<file path="config.mk">
export PLATFORM = sky130hd
export DESIGN_NAME = rps_rr_arb
export DESIGN_NICKNAME = d
export VERILOG_FILES = /design/src/rtl/rps_pkg.sv /design/src/rtl/rps_prio_find.sv /design/src/rtl/rps_rr_arb.sv
export SDC_FILE = /design/constraint.sdc
export NUM_CORES = 1
export LEC_CHECK = 0
export ABC_AREA = 1
export CAP_MARGIN = 30
export CELL_PAD_IN_SITES_DETAIL_PLACEMENT = 2
export CELL_PAD_IN_SITES_GLOBAL_PLACEMENT = 2
export CORE_MARGIN = 1
export CORE_UTILIZATION = 26
export CTS_CLUSTER_DIAMETER = 30
export DETAILED_ROUTE_END_ITERATION = 8
export PLACE_DENSITY = 0.89
export SLEW_MARGIN = 20
export SYNTH_ARGS = -nofsm -noshare
export SYNTH_HDL_FRONTEND = slang
export SYNTH_SLANG_ARGS = --single-unit
</file>
<file path="constraint.sdc">
create_clock -name clock -period 3.5 [get_ports clock]
set_clock_uncertainty 0.1 [all_clocks]
set_input_delay 0.35 -clock clock [delete_from_list [all_inputs] [get_ports clock]]
set_output_delay 0.35 -clock clock [all_outputs]
set_load 0.05 [all_outputs]
</file>
<file path="src/rtl/rps_pkg.sv">
// -----------------------------------------------------------------------------
// rps_pkg
// Shared constants and helpers for the rotating-priority arbiter.
//   MODE_COUNTER / MODE_RR : values for the arbiter MODE parameter.
//   inc_mod()              : modulo-n increment, n a power of two.
// Optional feature macro used elsewhere in this slice: RPS_LOCK_EN.
// -----------------------------------------------------------------------------
package rps_pkg;

   localparam int MODE_COUNTER = 32'sd0;   // pointer advances every enabled cycle
   localparam int MODE_RR      = 32'sd1;   // pointer moves to one past the winner

   // n is always a power of two, so a mask gives the wrap without a divider.
   function automatic logic [31:0] inc_mod(input logic [31:0] value,
                                           input logic [31:0] n);
      return (value + 32'd1) & (n - 32'd1);
   endfunction

endpackage

</file>
<file path="src/rtl/rps_prio_find.sv">
// -----------------------------------------------------------------------------
// rps_prio_find
// Combinational rotating find-first-set: the request at index 'base' has the
// highest priority, then base+1, ... wrapping to base-1.
// Ports:
//   req    in  [NUM_REQ-1:0]  request vector
//   base   in  [PTR_W-1:0]    highest-priority index
//   onehot out [NUM_REQ-1:0]  one-hot winner, zero when no request
//   idx    out [PTR_W-1:0]    winner index, zero when no request
//   found  out                any request present
// -----------------------------------------------------------------------------
module rps_prio_find
   import rps_pkg::*;
#(
   parameter int NUM_REQ = 8,
   parameter int PTR_W   = $clog2(NUM_REQ)
) (
   input  logic [NUM_REQ-1:0] req,
   input  logic [PTR_W-1:0]   base,
   output logic [NUM_REQ-1:0] onehot,
   output logic [PTR_W-1:0]   idx,
   output logic               found
);

   localparam logic [NUM_REQ-1:0] BIT0 = {{(NUM_REQ-1){1'b0}}, 1'b1};

   logic [NUM_REQ-1:0] rot_s;
   logic [PTR_W-1:0]   ffs_s;
   logic               hit_s;

   // Rotate so the requester at index base lands on bit 0.
   always_comb begin
      rot_s = NUM_REQ'({req, req} >> base);
   end

   // Lowest set bit of the rotated vector; scanning downward leaves the lowest hit.
   always_comb begin
      ffs_s = {PTR_W{1'b0}};
      hit_s = 1'b0;
      for (int i = NUM_REQ - 1; i >= 0; i--) begin
         ffs_s = rot_s[i] ? PTR_W'(i) : ffs_s;
         hit_s = rot_s[i] | hit_s;
      end
   end

   // Un-rotate; the PTR_W-bit add wraps modulo NUM_REQ since it is a power of two.
   always_comb begin
      found = hit_s;
      if (hit_s) begin
         idx    = ffs_s + base;
         onehot = BIT0 << (ffs_s + base);
      end else begin
         idx    = {PTR_W{1'b0}};
         onehot = {NUM_REQ{1'b0}};
      end
   end

endmodule

</file>
<file path="src/rtl/rps_rr_arb.sv">
// -----------------------------------------------------------------------------
// rps_rr_arb
// Parametrised rotating-priority arbiter. Grants at most one of NUM_REQ
// requesters per cycle; the priority origin is the registered pointer 'count',
// which advances every enabled cycle (MODE_COUNTER) or to one past the last
// winner (MODE_RR).
// Optional feature: define RPS_LOCK_EN to add the 'lock' input, which holds the
// current grant (and freezes the pointer) until lock drops or the held
// requester withdraws.
// Ports:
//   clock     in                rising-edge clock
//   reset     in                asynchronous active-low reset
//   req       in  [NUM_REQ-1:0] request vector
//   en        in                arbitration enable, 0 forces no grant
//   gnt       out [NUM_REQ-1:0] one-hot grant (combinational)
//   gnt_valid out               OR of gnt
//   gnt_idx   out [PTR_W-1:0]   granted index, 0 when no grant
//   count     out [PTR_W-1:0]   priority pointer (registered)
//   lock      in                hold current grant (RPS_LOCK_EN only)
// -----------------------------------------------------------------------------
module rps_rr_arb
   import rps_pkg::*;
#(
   parameter  int NUM_REQ = 8,
   parameter  int MODE    = MODE_COUNTER,
   localparam int PTR_W   = $clog2(NUM_REQ)
) (
   input  logic               clock,
   input  logic               reset,
   input  logic [NUM_REQ-1:0] req,
   input  logic               en,
   output logic [NUM_REQ-1:0] gnt,
   output logic               gnt_valid,
   output logic [PTR_W-1:0]   gnt_idx,
   output logic [PTR_W-1:0]   count
`ifdef RPS_LOCK_EN
   ,
   input  logic               lock
`endif
);

   localparam logic [NUM_REQ-1:0] BIT0 = {{(NUM_REQ-1){1'b0}}, 1'b1};

   logic               lock_s;
   logic [PTR_W-1:0]   count_r;
   logic [PTR_W-1:0]   count_nxt_s;
   logic               locked_r;
   logic               locked_nxt_s;
   logic [PTR_W-1:0]   lock_idx_r;
   logic [PTR_W-1:0]   lock_idx_nxt_s;
   logic [NUM_REQ-1:0] find_onehot_s;
   logic [PTR_W-1:0]   find_idx_s;
   logic               find_found_s;

`ifdef RPS_LOCK_EN
   assign lock_s = lock;
`else
   // Without the lock feature the locked state is never entered.
   assign lock_s = 1'b0;
`endif

   assign count = count_r;

   rps_prio_find #(
      .NUM_REQ (NUM_REQ),
      .PTR_W   (PTR_W)
   ) u_prio_find (
      .req    (req),
      .base   (count_r),
      .onehot (find_onehot_s),
      .idx    (find_idx_s),
      .found  (find_found_s)
   );

   // Grant outputs: a held lock pins the grant to the stored index only.
   always_comb begin
      gnt       = {NUM_REQ{1'b0}};
      gnt_idx   = {PTR_W{1'b0}};
      gnt_valid = 1'b0;
      if (!en) begin
         gnt_valid = 1'b0;
      end else if (locked_r) begin
         if (req[lock_idx_r]) begin
            gnt       = BIT0 << lock_idx_r;
            gnt_idx   = lock_idx_r;
            gnt_valid = 1'b1;
         end else begin
            gnt_valid = 1'b0;
         end
      end else begin
         gnt       = find_onehot_s;
         gnt_idx   = find_idx_s;
         gnt_valid = find_found_s;
      end
   end

   // Pointer and lock next-state.
   always_comb begin
      count_nxt_s    = count_r;
      locked_nxt_s   = locked_r;
      lock_idx_nxt_s = lock_idx_r;
      if (locked_r) begin
         // With en low the lock is retained regardless of lock/req.
         if (en && (!lock_s || !req[lock_idx_r])) begin
            locked_nxt_s = 1'b0;
            if (MODE == MODE_RR) begin
               count_nxt_s = PTR_W'(inc_mod(32'(lock_idx_r), 32'(NUM_REQ)));
            end else begin
               count_nxt_s = PTR_W'(inc_mod(32'(count_r), 32'(NUM_REQ)));
            end
         end else begin
            locked_nxt_s = 1'b1;
         end
      end else if (gnt_valid && lock_s) begin
         // Entering the lock freezes the pointer where it is.
         locked_nxt_s   = 1'b1;
         lock_idx_nxt_s = gnt_idx;
      end else if (MODE == MODE_RR) begin
         if (gnt_valid) begin
            count_nxt_s = PTR_W'(inc_mod(32'(gnt_idx), 32'(NUM_REQ)));
         end else begin
            count_nxt_s = count_r;
         end
      end else begin
         if (en) begin
            count_nxt_s = PTR_W'(inc_mod(32'(count_r), 32'(NUM_REQ)));
         end else begin
            count_nxt_s = count_r;
         end
      end
   end

   // State registers.
   always_ff @(posedge clock or negedge reset) begin
      if (!reset) begin
         count_r    <= {PTR_W{1'b0}};
         locked_r   <= 1'b0;
         lock_idx_r <= {PTR_W{1'b0}};
      end else begin
         count_r    <= count_nxt_s;
         locked_r   <= locked_nxt_s;
         lock_idx_r <= lock_idx_nxt_s;
      end
   end

endmodule

</file>
Word level (Yosys, flattened, before mapping):

Cells that the tools add are included.

* register bits: 4
* input bits: 11
* logic and storage cells: 33
* output and inout port bits: 15

* mux-type cells: 20
* shifts and indexed selects: 2
* bitwise operators: 7
* add/sub/neg operators: 2

Operators by type and width (number)
* 3-bit two-way mux: 11
* 8-bit two-way mux: 3
* 16-bit by 3-bit >> shifter with 8-bit output: 1
* 1-bit by 3-bit << shifter with 8-bit output, first input constant: 1
* 1-bit bitwise OR: 7
* 1-bit two-way mux: 6
* 3-bit by 1-bit adder with 3-bit output, second input constant: 1
* 3-bit adder: 1

Depth between registers and ports, before layout:

* word-level depth: 14
* gate-level depth with buffers: 20
* mapped depth without buffers: 19

Cells and area by module:

Synthesis repeated with hierarchy kept, for this count alone.

* cell total of the unflattened synthesis: 171
* area total of the unflattened synthesis: 1022.2 µm²

Modules (own cells, without submodules)
* rps_prio_find: area an instance 737.0 µm², seq. area each 0.0 µm², cells an instance 127, instances 1
* rps_rr_arb: area an instance 285.3 µm², seq. area each 100.1 µm², cells an instance 44, instances 1

Worst setup path after synthesis:

OpenSTA, ideal clock, no wires.

* path kind: reg-to-output
* from: register count_r[0], in the netlist count[0]
* to: output port gnt[2]
* required time: 3.050 ns
* path buffers: 1
* slack: -0.560 ns
* cell stages (with the launch flop): 16
* arrival time: 3.610 ns
* cell sequence: dfrtp_1 -> buf_6 -> nand2_1 -> nand3_1 -> nand3_1 -> nand2_2 -> a21oi_1 -> o21ai_0 -> nand2_1 -> a21oi_1 -> ha_1 -> inv_1 -> fa_1 -> nor2_2 -> nand2_1 -> nor2_1

* word-level cells in the longest chain between the ends: 14
* elaborated cells between the ends (all ways): 21
* those cells by class: add/sub: 1; shift: 2; mux: 11; bitwise: 7

Ends and longest elaborated chain
* start: declaration: line rps_rr_arb.sv:45 `logic [PTR_W-1:0] count_r;`
* start signal: assignment: line rps_rr_arb.sv:136 `count_r <= {PTR_W{1'b0}};`
* start signal: assignment: line rps_rr_arb.sv:140 `count_r <= count_nxt_s;`
* 16-bit by 3-bit >> shifter with 8-bit output: line rps_prio_find.sv:33 `rot_s = NUM_REQ'({req, req} >> base);`
* 3-bit two-way mux (8 in series): line rps_prio_find.sv:41 `ffs_s = rot_s[i] ? PTR_W'(i) : ffs_s;`
* 3-bit adder: line rps_prio_find.sv:51 `onehot = BIT0 << (ffs_s + base);`
* 1-bit by 3-bit << shifter with 8-bit output: line rps_prio_find.sv:51
* 8-bit two-way mux (*): line rps_prio_find.sv:49 `if (hit_s) begin`
* 8-bit two-way mux (*): line rps_rr_arb.sv:82 `end else if (locked_r) begin`
* 8-bit two-way mux (*): line rps_rr_arb.sv:80 `if (!en) begin`
* end: declaration: line rps_rr_arb.sv:32 `output logic [NUM_REQ-1:0] gnt,`

Mark *: on every way between the ends. The rest lies on a longest branch, timed or not.

Worst setup path after layout:

* from: input port req[2]
* to: output port gnt[7]

* word-level cells in the longest chain between the ends: 14
* elaborated cells between the ends (all ways): 21
* those cells by class: add/sub: 1; shift: 2; mux: 11; bitwise: 7

Ends and longest elaborated chain
* start: declaration: line rps_rr_arb.sv:30 `input logic [NUM_REQ-1:0] req,`
* 16-bit by 3-bit >> shifter with 8-bit output (*): line rps_prio_find.sv:33
* 3-bit two-way mux (8 in series): line rps_prio_find.sv:41
* 3-bit adder: line rps_prio_find.sv:51
* 1-bit by 3-bit << shifter with 8-bit output: line rps_prio_find.sv:51
* 8-bit two-way mux (*): line rps_prio_find.sv:49
* 8-bit two-way mux (*): line rps_rr_arb.sv:82
* 8-bit two-way mux (*): line rps_rr_arb.sv:80

Marked as above.

==> qor.txt <==
Outcome - finished with violations
Failing checks - setup timing
Post-synth cell types - 27
Clock root buffer - clkbuf_8
TritonCTS clock tree - built
DR pass1 iterations - 4
Latest clock arrival within the worst-skew pair - 0.22 ns
Largest net degree at the start of global routing - 13
First DRT Iteration DRCs - 47
Fraction of layout cells with a size suffix above 1 - 68.2%
Fillers - 340
Die Span Y - 63.1 um
Slew headroom - 64.5%
Capturing point of the worst reg2reg path - count[2]$_DFFE_PN0P_
Worst Path Arrival - 3.40 ns
Initial antenna violation count - 1
Xor/xnor share of the synthesized area - 2.71%
DRC errors left - 0
Hold Vio Cnt, Final - 0
Actual slew at the worst max-slew pin - 0.530 ns
Placer Congestion - 0.758
Die area - 3980 sq um
Total CTS buffers - 3
Reg clk slew, reported paths - 0.04 ns
CTS H-tree lvls - 1
RSZ-0062 raised after global routing - yes
Final setup margin - -0.347 ns
R2r worst-path depth - 6
Top post-synthesis cells by area - nand2_1 13%, nand2_2 12%, nand3_2 11%, dfrtp_1 10%, nand2_4 8.1%
CTS sink cnt - 4
Vias - 1279
Flop2flop setup slack - 2.00 ns
CP required - 3.05 ns
Routed length per instance - 27.2 um
Final cycle utilization of the critical path - 110%
Post-Synth Adder-Cell Area - 4.65%
Synth top area share - 12.8%
Fin nets - 210
Proportion of synthesized area in mux cells - 0%
Worst Setup Start Kind - input pin
MaxCap Viol Count - 0
Final ANT Viol Nets - 0
Ys Warns - 0
CP endpoint kind - output port
Largest family of logic cells by synthesized area - simple AND/OR/NAND/NOR gates
Reg-to-Reg Start - count[0]$_DFFE_PN0P_
Synth Area in Compound Gates - 6.06%
Dpl hpwl - 3310 um
Final wirelength - 6580 um
F_max - 0.260 GHz
Synth area leader - nand2_1
Finished Core Util - 58.4%
Synthesized flop and latch total - 4
Initial Util - 28.2%
# IOs - 26
Syn-to-layout area delta - 107%
First-pass GRT wire length - 8790 um
Syn avg cell area - 6.98 sq um
Seq/Total Area, Yosys - 10.3%
Clk buf depth - 2
Crit path time final - 3.85 ns
Synthesized cell area - 970 sq um
Vias/cell - 5.29
Port bufs - 25
CORE AREA - 3440 sq um
Global route overflow - 0
Die width - 63.1 um
Std cell rows - 21
Syn_nets - 153
Simple-gate share of the synthesized area - 66.5%
Vias in the first global route - 1450
Final setup violation count - 9
Final Max Tran Viols - 0
Kind of critical path - input pin to output port
CP Max Fanout - 6
HP Class - input pin to asynchronous set/reset pin
GRT Total Usage - 30.4%
Synthesized instance count - 139
## per-stage QoR
step | TNS (ns) | cells | worst slack, ns | hold WS (ns) | cell area [sq um]
2_1_floorplan | 0 | 139 | 0.00286 | -0.0456 | 1030
3_3_place_gp | -0.830 | 219 | -0.145 | 0.460 | 1500
3_5_place_dp | -2.23 | 219 | -0.323 | 0.472 | 1500
4_1_cts | -0.475 | 235 | -0.123 | 0.244 | 1750
5_1_grt | -2.74 | 242 | -0.410 | 0.255 | 2010
6_report | -2.10 | 242 | -0.347 | 0.242 | 2010
## flip-flops by register name, summed over array words and instances (netlist names)
register  flops
count         3
locked_r      1
## routing by layer
layer  GRT usage (%)  wire length [um]  share of wire, %  vias to the layer above
met4            15.1               326               5.0                        0
met1            33.7              2500                38                      644
met5               0                 0                 0                        -
met3            2.72               289               4.4                       28
met2            56.9              3460                53                       48
li1                -                 -                 -                      559
## kinds of logic (layout without fill, tap and decap cells)
logic type      Yosys count  count (layout)
flops                     4               4
compound gates           10              10
buf+inv                  18              74
simple gates            101             101
xor+xnor                  3               3
fa+ha+maj                 3               3
other cells               0               1
## cell type report
class / count / area, sq um / share of cell area, %
multi-input combinational: 117 / 1100 / 54.9
timing repair buffer: 56 / 606 / 30.1
sequential: 4 / 104 / 5.17
inverter: 14 / 92.6 / 4.61
tap: 46 / 57.6 / 2.86
clock buffer: 4 / 45.0 / 2.24
antenna: 1 / 2.50 / 0.125
## critical path, cell delays in order
cell	delay (ns)
dlygate4sd2_1	0.38
nand2_1	0.21
nand3_1	0.16
nand3_1	0.11
nand2_2	0.11
a21oi_2	0.05
o21ai_2	0.17
nand2_2	0.07
a21oi_2	0.13
ha_2	0.20
inv_2	0.05
fa_2	0.37
xor2_2	0.17
buf_4	0.16
nand2_4	0.08
nand2_8	0.08
buf_6	0.13
nor3_4	0.24
buf_12	0.18
## worst max-delay path by stage
stage	startpoint	endpoint	slack, ns	cells after the start
4_1_cts	count[0]$_DFFE_PN0P_	gnt[0]	-0.12	21
3_3_place_gp	req[2]	gnt[6]	-0.14	19
3_5_place_dp	req[0]	gnt[3]	-0.32	21
5_1_grt	req[2]	gnt[7]	-0.41	19
6_report	req[2]	gnt[7]	-0.35	19
2_1_floorplan	count[0]$_DFFE_PN0P_	gnt[3]	0.003	19
## timing repair
action / 4_1_cts / 5_1_grt
setup endpoints to repair: 9 / 10
setup buffers: 12 / 6
pin swaps: 16 / 22
resized for setup: 38 / 42
hold buffers: 0 / 0
## Yosys cell counts, drive strengths merged
library cell / count
nand2: 58
o31ai: 1
o21bai: 1
fa: 1
dfrtp: 4
buf: 4
a21oi: 4
nor3: 3
inv: 14
nand3: 27
xor2: 3
ha: 2
o21ai: 4
nor2: 12
or2: 1
## cells in the final DEF, fill, tap and decap left out, types with 7 or more instances in the layout
cell type,instances
buf_12,11
buf_4,25
dlygate4sd2_1,8
inv_1,8
nand2_1,21
nand2_2,16
nand2_4,17
nand3_1,7
nand3_2,12
nand3_4,8
nor2_4,7
Power is not shown: default switching activity piles up to over one toggle a cycle in this logic, so the estimate is an artifact.
